`src/rtl/axi_rd_arbiter_pkg.sv`:
```
// Shared types and constants for the two-master AXI read arbiter.
// Holds the FSM state encoding, the AXI ID values for each master and the fixed AR attributes.
// Define ARB_ROUND_ROBIN_EN to make ties alternate instead of favouring the dcache.
package axi_rd_arbiter_pkg;

   typedef enum logic [1:0] {
      ARB_IDLE = 2'd0,
      ARB_ADDR = 2'd1,
      ARB_DATA = 2'd2
   } arb_state_t;

   localparam logic [3:0] ARB_ID_S0      = 4'd0;
   localparam logic [3:0] ARB_ID_S1      = 4'd1;
   localparam logic [2:0] AXI_SIZE_WORD  = 3'b010;
   localparam logic [1:0] AXI_BURST_INCR = 2'b01;

   // AXI ID that is driven for a grant to master 0 (sel=0) or master 1 (sel=1)
   function automatic logic [3:0] arb_id(input logic sel);
      return sel ? ARB_ID_S1 : ARB_ID_S0;
   endfunction

endpackage

```
`src/rtl/axi_rd_arbiter_pick2.sv`:
```
// Two-way request picker: pick=0 selects s0 (icache), pick=1 selects s1 (dcache).
// Combinational pick; with ARB_ROUND_ROBIN_EN a last_grant register alternates ties.
// Without ARB_ROUND_ROBIN_EN the dcache wins every tie and no state is kept.
module axi_rd_arbiter_pick2 (
`ifdef ARB_ROUND_ROBIN_EN
   input  logic clk,
   input  logic rst,
   input  logic take,
`endif
   input  logic req0,
   input  logic req1,
   output logic pick
);

`ifdef ARB_ROUND_ROBIN_EN
   // last_grant resets to s1 so the icache wins the first tie
   logic last_grant;

   // on a tie hand the port to whoever did not have it last
   always_comb begin
      pick = req1;
      if (req0 && req1) pick = ~last_grant;
   end

   // remember the master granted on each accepted request
   always_ff @(posedge clk or negedge rst) begin
      if (!rst)      last_grant <= 1'b1;
      else if (take) last_grant <= pick;
   end
`else
   // fixed priority: dcache refills are latency critical, so s1 wins ties
   always_comb begin
      pick = req1 ? 1'b1 : 1'b0;
      if (!req1 && req0) pick = 1'b0;
   end
`endif

endmodule

```
`src/rtl/axi_rd_arbiter.sv`:
```
// Shares one AXI read port between icache (s0) and dcache (s1), one burst outstanding at a time.
// Grant visible one cycle after request; one IDLE bubble after the last beat before the next grant.
// Loser's request waits (no arready); R beats are passed only to the owner. Option: ARB_ROUND_ROBIN_EN.
module axi_rd_arbiter
   import axi_rd_arbiter_pkg::*;
#(
   parameter int ADDR_W = 32,
   parameter int DATA_W = 32,
   parameter int LEN_W  = 8
) (
   input  logic              clk,
   input  logic              rst,
   input  logic [ADDR_W-1:0] s0_araddr,
   input  logic [LEN_W-1:0]  s0_arlen,
   input  logic              s0_arvalid,
   output logic              s0_arready,
   output logic              s0_rvalid,
   output logic              s0_rlast,
   input  logic [ADDR_W-1:0] s1_araddr,
   input  logic [LEN_W-1:0]  s1_arlen,
   input  logic              s1_arvalid,
   output logic              s1_arready,
   output logic              s1_rvalid,
   output logic              s1_rlast,
   output logic [DATA_W-1:0] s_rdata,
   output logic [3:0]        m_arid,
   output logic [ADDR_W-1:0] m_araddr,
   output logic [LEN_W-1:0]  m_arlen,
   output logic [2:0]        m_arsize,
   output logic [1:0]        m_arburst,
   output logic              m_arvalid,
   input  logic              m_arready,
   input  logic [DATA_W-1:0] m_rdata,
   input  logic              m_rvalid,
   input  logic              m_rlast,
   output logic              m_rready
);

   arb_state_t state;
   logic       owner;
   logic       pick;
   logic       in_data;

`ifdef ARB_ROUND_ROBIN_EN
   logic take;
   assign take = (state == ARB_IDLE) && (s0_arvalid || s1_arvalid);
`endif

   axi_rd_arbiter_pick2 u_pick (
`ifdef ARB_ROUND_ROBIN_EN
      .clk  (clk),
      .rst  (rst),
      .take (take),
`endif
      .req0 (s0_arvalid),
      .req1 (s1_arvalid),
      .pick (pick)
   );

   // word-sized incrementing bursts only
   assign m_arsize  = AXI_SIZE_WORD;
   assign m_arburst = AXI_BURST_INCR;

   // read channel is only open while a burst is in flight; beats go to the owner alone
   assign in_data    = (state == ARB_DATA);
   assign m_rready   = in_data;
   assign s_rdata    = m_rdata;
   assign s0_rvalid  = in_data && !owner && m_rvalid;
   assign s0_rlast   = in_data && !owner && m_rvalid && m_rlast;
   assign s1_rvalid  = in_data &&  owner && m_rvalid;
   assign s1_rlast   = in_data &&  owner && m_rvalid && m_rlast;

   // arbitration FSM: grant, hold AR until accepted, wait for the last beat
   always_ff @(posedge clk or negedge rst) begin
      if (!rst) begin
         state      <= ARB_IDLE;
         owner      <= 1'b0;
         m_arvalid  <= 1'b0;
         m_araddr   <= '0;
         m_arlen    <= '0;
         m_arid     <= ARB_ID_S0;
         s0_arready <= 1'b0;
         s1_arready <= 1'b0;
      end else begin
         s0_arready <= 1'b0;
         s1_arready <= 1'b0;
         case (state)
            ARB_IDLE: begin
               if (s0_arvalid || s1_arvalid) begin
                  owner      <= pick;
                  m_arid     <= arb_id(pick);
                  m_araddr   <= pick ? s1_araddr : s0_araddr;
                  m_arlen    <= pick ? s1_arlen  : s0_arlen;
                  m_arvalid  <= 1'b1;
                  s0_arready <= !pick;
                  s1_arready <= pick;
                  state      <= ARB_ADDR;
               end
            end
            ARB_ADDR: begin
               if (m_arready) begin
                  m_arvalid <= 1'b0;
                  state     <= ARB_DATA;
               end
            end
            ARB_DATA: begin
               // arlen is not counted; the slave's rlast closes the burst
               if (m_rvalid && m_rlast) state <= ARB_IDLE;
            end
            default: state <= ARB_IDLE;
         endcase
      end
   end

endmodule

```
`config.mk`:
```
export PLATFORM = sky130hd
export DESIGN_NAME = axi_rd_arbiter
export DESIGN_NICKNAME = d
export VERILOG_FILES = /design/src/rtl/axi_rd_arbiter_pkg.sv /design/src/rtl/axi_rd_arbiter_pick2.sv /design/src/rtl/axi_rd_arbiter.sv
export SDC_FILE = /design/constraint.sdc
export NUM_CORES = 1
export LEC_CHECK = 0
export ABC_AREA = 1
export BUFFER_PORTS_ARGS = -buffer_cell sky130_fd_sc_hd__buf_4
export CORE_ASPECT_RATIO = 1.4
export CORE_MARGIN = 2
export CORE_UTILIZATION = 40
export DETAILED_ROUTE_END_ITERATION = 16
export HOLD_SLACK_MARGIN = 0.08
export PLACE_DENSITY = 0.81
export SLEW_MARGIN = 30
export SYNTH_ARGS = -nofsm -noshare
export SYNTH_HDL_FRONTEND = slang
export SYNTH_SLANG_ARGS = --single-unit
```
`constraint.sdc`:
```
create_clock -name clk -period 1.2 [get_ports clk]
set_input_delay 0.24 -clock clk [delete_from_list [all_inputs] [get_ports clk]]
set_output_delay 0.24 -clock clk [all_outputs]
set_load 0.005 [all_outputs]
```
* Yosys cells after proc, flatten, opt, wreduce, memory -nomap -nowiden
Cells that the tools add are included.
Storage, ports and cells: flip-flop bits (word level) 50, bits in latches 0, RAM bits 0, ROM bits 0, input port bits 119, output and inout bits 89, word-level logic and storage cells 46, memories kept 0
Cells by class: $add $sub $neg 0, multiply operators 0, divide/modulo/power cells 0, $lt $le $gt $ge 0, eq/ne operators 5, shift operators 0, muxes and demuxes 16, bitwise logic cells 0, reduce and logical (&&, ||, !) cells 17
Operator list (number):
- 32-bit 2-to-1 mux | 1
- 1-bit 2-to-1 mux | 9
- 1-bit logical AND | 8
- 8-bit 2-to-1 mux | 1
- 2-bit 2-to-1 mux | 3
- 2-bit one-hot mux with 3 select lines | 1
- 3-bit AND reduction | 2
- 2-bit != test, second input constant | 2
- 1-bit zero test | 3
- 2-bit by 1-bit equality test with 1-bit output, second input constant | 1
- 2-bit equality test, second input constant | 1
- 2-bit zero test | 1
- 2-bit by 1-bit != test with 1-bit output, second input constant | 1
- 1-bit one-hot mux with 2 select lines | 1
- 2-bit AND reduction | 1
- 2-bit nonzero test | 1
- 1-bit logical OR | 1

* Logic depth before layout (Yosys ltp)
word-level depth 6, gate-level depth with buffers 7, gate-level depth less buffers 5

* Cells and area by module
From an unflattened synthesis, not the netlist that was laid out.
Unflattened totals: cell total of the unflattened synthesis 379, area total of the unflattened synthesis 2663.8 µm²
Modules (own cells, without submodules):
- axi_rd_arbiter | instances 1, cells an instance 378, area each 2660.1 µm², sequential area each 1151.1 µm²
- axi_rd_arbiter_pick2 | instances 1, cells an instance 1, area each 3.8 µm², sequential area each 0.0 µm²

* Worst setup path before layout
Ideal clock, no wire load.
kind register to register, start point register state[0], end point register m_araddr[0], library setup time 116 ps, data arrival time 938 ps, required time 1084 ps, setup slack 146 ps, cell stages (with the launch flop) 6, path buffers 1, clock period less this slack 1054 ps, cell sequence dfrtp_1 nor2_1 nand2_2 buf_6 nand2_1 nand2_1
Between the ends: word-level cells in the longest chain between the ends 2
RTL lines:
- start: declaration | RTL line axi_rd_arbiter.sv:39 | arb_state_t state;
- start signal: assignment | RTL line axi_rd_arbiter.sv:76 | state <= ARB_IDLE;
- start signal: assignment | RTL line axi_rd_arbiter.sv:97 | state <= ARB_ADDR;
- start signal: assignment | RTL line axi_rd_arbiter.sv:103 | state <= ARB_DATA;
- 2-bit zero test | RTL line axi_rd_arbiter.sv:87 | case (state)
- 2-bit AND reduction (no source line)
- end signal: assignment | RTL line axi_rd_arbiter.sv:92 | m_araddr <= pick ? s1_araddr : s0_araddr;
- end: declaration | RTL line axi_rd_arbiter.sv:27 | output logic [ADDR_W-1:0] m_araddr,
Every way passes these cells. A chain may end at the register's enable or synchronous reset.

* Worst setup path in the final report
start point register state[0], end point output s1_rlast
Between the ends: word-level cells in the longest chain between the ends 4
RTL lines:
- 2-bit equality test | RTL line axi_rd_arbiter.sv:65 | assign in_data = (state == ARB_DATA);
- 1-bit logical AND (3 in series) | RTL line axi_rd_arbiter.sv:71 | assign s1_rlast = in_data && owner && m_rvalid && m_rlast;
- end: declaration | RTL line axi_rd_arbiter.sv:24 | output logic s1_rlast,
Every way passes these cells.

==> impl_results.md <==
- Detail Route Antenna Nets: 0
- Max incr delay on CP: 0.41 ns
- CP startpoint kind: register
- Most common library cells after synthesis: nand2_1 (252), buf_4 (46), dfrtp_1 (46)
- DR pass1 iterations: 4
- Row count: 34
- Finish-stage setup viols: 33
- Nets@finish: 601
- Slew margin rel.: 60.6%
- Critical Path RT: 0.96 ns
- Reg2reg path depth: 6
- Yosys top cell by area: dfrtp_1
- Top delay family on crit path: flip-flops
- CTS H-tree depth: 2
- Hold Crit Class: in -> reg
- Post-synth top area share: 43.9%
- Detailed Place HPWL: 4760 um
- First-pass GRT wire length: 10100 um
- #FFs+latches synth: 46
- Core area: 6300 um2
- Max cap viols: 0
- Top FF cell, synth: dfrtp_1
- Worst R2R Setup Slack: -0.03 ns
- # diodes: 0
- Slowest library cell on the worst path: dfrtp_1
- Crit-path cells: inv_2 > nand3_4 > nor3_2 > buf_4
- Port Buffers: 135
- Max FO, Critical Path: 4
- WS Path Type: reg -> out
- Slew Limit Fails: 0
- Clock transition at path regs: 0.08 ns
- Post-synthesis sequential area ratio: 43.9%
- Die ar.: 7230 um2
- RSZ-0062 raised after global routing: yes
- Initial antenna violation count: 0
- Final core occ: 57.7%
- Hold Path Depth: 2
- Synth Cell Area: 2620 um2
- Synth cell types: 14
- Ports: 208
- Die height: 99.8 um
- Critical Path End Type: primary output
- Effective utilization at floorplan: 41.6%
- Chip Width: 72.4 um
- Worst min-delay path endpoint: state[0]$_DFFE_PN0P_
- Clock root buffer: clkbuf_8
- Avg Cell Area, Syn: 6.93 um2
- Hold Path Origin: m_arready
- Longest Clk Path Bufs: 2
- Area growth, synth to finish: 38.5%
- CTS tree: built
- Grt ovf: 0
- Total clock buffers created by CTS: 5
- Placed Area: 3390 um2
- Top post-synthesis cells by area: dfrtp_1 (44%), nand2_1 (36%), buf_4 (13%)
- Critical R2R Capture: m_araddr[31]$_DFFE_PN0P_
- Finished layout cell area: 3630 um2
- Max Clk Rate: 739 MHz
- DR vias/cell: 4.63
- Async SR Flop Fraction: 100%
- DR vias: 2570
- R2r startpoint: state[1]$_DFFE_PN0P_
- Worst-skew pair later-pin latency: 0.29 ns
- Tmin final: 1.35 ns
- Final worst setup slack: -0.153 ns
- LEAKAGE: 2.20 nW
- Synth Instances: 378
- WL final: 6810 um
- Period utilization: 113%
- Status: finished, violations left
- Violated checks: setup timing
- Routed WL per cell: 12.3 um
- Gr usage total: 17.5%
- Maximum vdd drop: 0.924 mV
- DRC: 0
- Worst clock skew: 0.00304 ns
- Largest net degree at the start of global routing: 47
- Critical path arrival: 1.11 ns
- Layout cell share with drive strength beyond 1: 33.7%
- RePlAce Congestion: 0.784
- Ys Warns: 0
- Least-Margin Pin Slew: 0.590 ns
- Count leader, synth: nand2_1
- DRT iter0 DRCs: 97
- Crit path buffers/inverters: 2
- Pwr dens: 2030 nW/um2
- Clk sinks: 46
- Vias in the first global route: 2423
- Post-synth EDFFs: 0
- Final hold viol count: 0
- DP Worst Slack: 0.0449 ns
-- cell usage in the layout, fill, tap and decap left out --
master         instances
buf_12                 2
buf_4                142
buf_6                  2
buf_8                  1
bufinv_16              1
clkbuf_1               2
clkbuf_16              1
clkbuf_8               5
conb_1                 8
dfrtp_1               46
dlygate4sd3_1          1
inv_1                  5
inv_2                  2
nand2_1              252
nand2_4                1
nand3_1                1
nand3_4                1
nor2_1                 4
nor2_2                 1
nor2_4                 2
nor3_2                 2
o21ai_0                1
-- routing by layer --
layer	track usage, %	share of wire, %	up-vias
met4	9.40	3.4	0
met5	0	0	-
met2	33.0	53	113
met3	3.01	5.8	23
li1	-	-	1277
met1	17.9	38	1157
-- cells by family after synthesis --
| family | count (synthesis) | share of synthesized area [%] |
|---|---|---|
| AOI/OAI and AO/OA | 1 | 0.191 |
| buffers and inverters | 65 | 17.4 |
| DFF | 46 | 43.9 |
| other | 2 | 0.287 |
| and+or+nand+nor | 264 | 38.2 |
-- state kept, by name (all words and copies together) (netlist names) --
| register | flops |
|---|---|
| s0_arready | 1 |
| owner | 1 |
| m_arvalid | 1 |
| m_araddr | 32 |
| m_arlen | 8 |
| state | 2 |
| s1_arready | 1 |
-- repair_timing --
action / CTS / global route
pin swaps: 2 / 1
hold endpoints to repair: 46 / 0
gates resized for setup: 7 / 5
cloned: 0 / 3
setup endpoints to repair: 5 / 48
hold buffers: 1 / 0
buffers inserted: 2 / 1
-- metrics by stage --
stage	setup TNS [ns]	std cells	hold slack, ns	power [mW]
2_1_floorplan	0	384	-0.0556	4.37
3_3_place_gp	0	540	0.272	5.79
3_5_place_dp	0	540	0.286	5.90
4_1_cts	-3.46	551	0.142	7.16
5_1_grt	-3.16	555	0.163	7.94
6_report	-1.15	555	0.153	7.39
-- final cells by class --
cell class                      instances  area [um2]
Sequential cell                        46        1150
Timing Repair Buffer                  149        1180
Clock inverter                          1        30.0
Inverter                                7        26.3
Tap cell                               72        90.1
Clock buffer                            7        76.3
Fill cell                             595        2670
Multi-Input combinational cell        273        1080
-- where the power goes --
part	switching, mW	internal, mW
clock network	0.495	0.624
registers	0.418	2.27
logic	1.71	1.87
total	2.62	4.77
-- worst max path at each step --
stage               cells past startpoint  slack [ns]                  from                       end
floorplan                               5        0.15  state[0]$_DFFE_PN0P_   m_araddr[0]$_DFFE_PN0P_
global placement                        5        0.07  state[0]$_DFFE_PN0P_  m_araddr[28]$_DFFE_PN0P_
detailed placement                      5        0.04  state[0]$_DFFE_PN0P_   m_araddr[6]$_DFFE_PN0P_
CTS                                     4       -0.18  state[0]$_DFFE_PN0P_                  s0_rlast
global route                            4       -0.21  state[0]$_DFFE_PN0P_                  s1_rlast
finish                                  4       -0.15  state[0]$_DFFE_PN0P_                  s1_rlast
(Power assumes the default switching activity.)
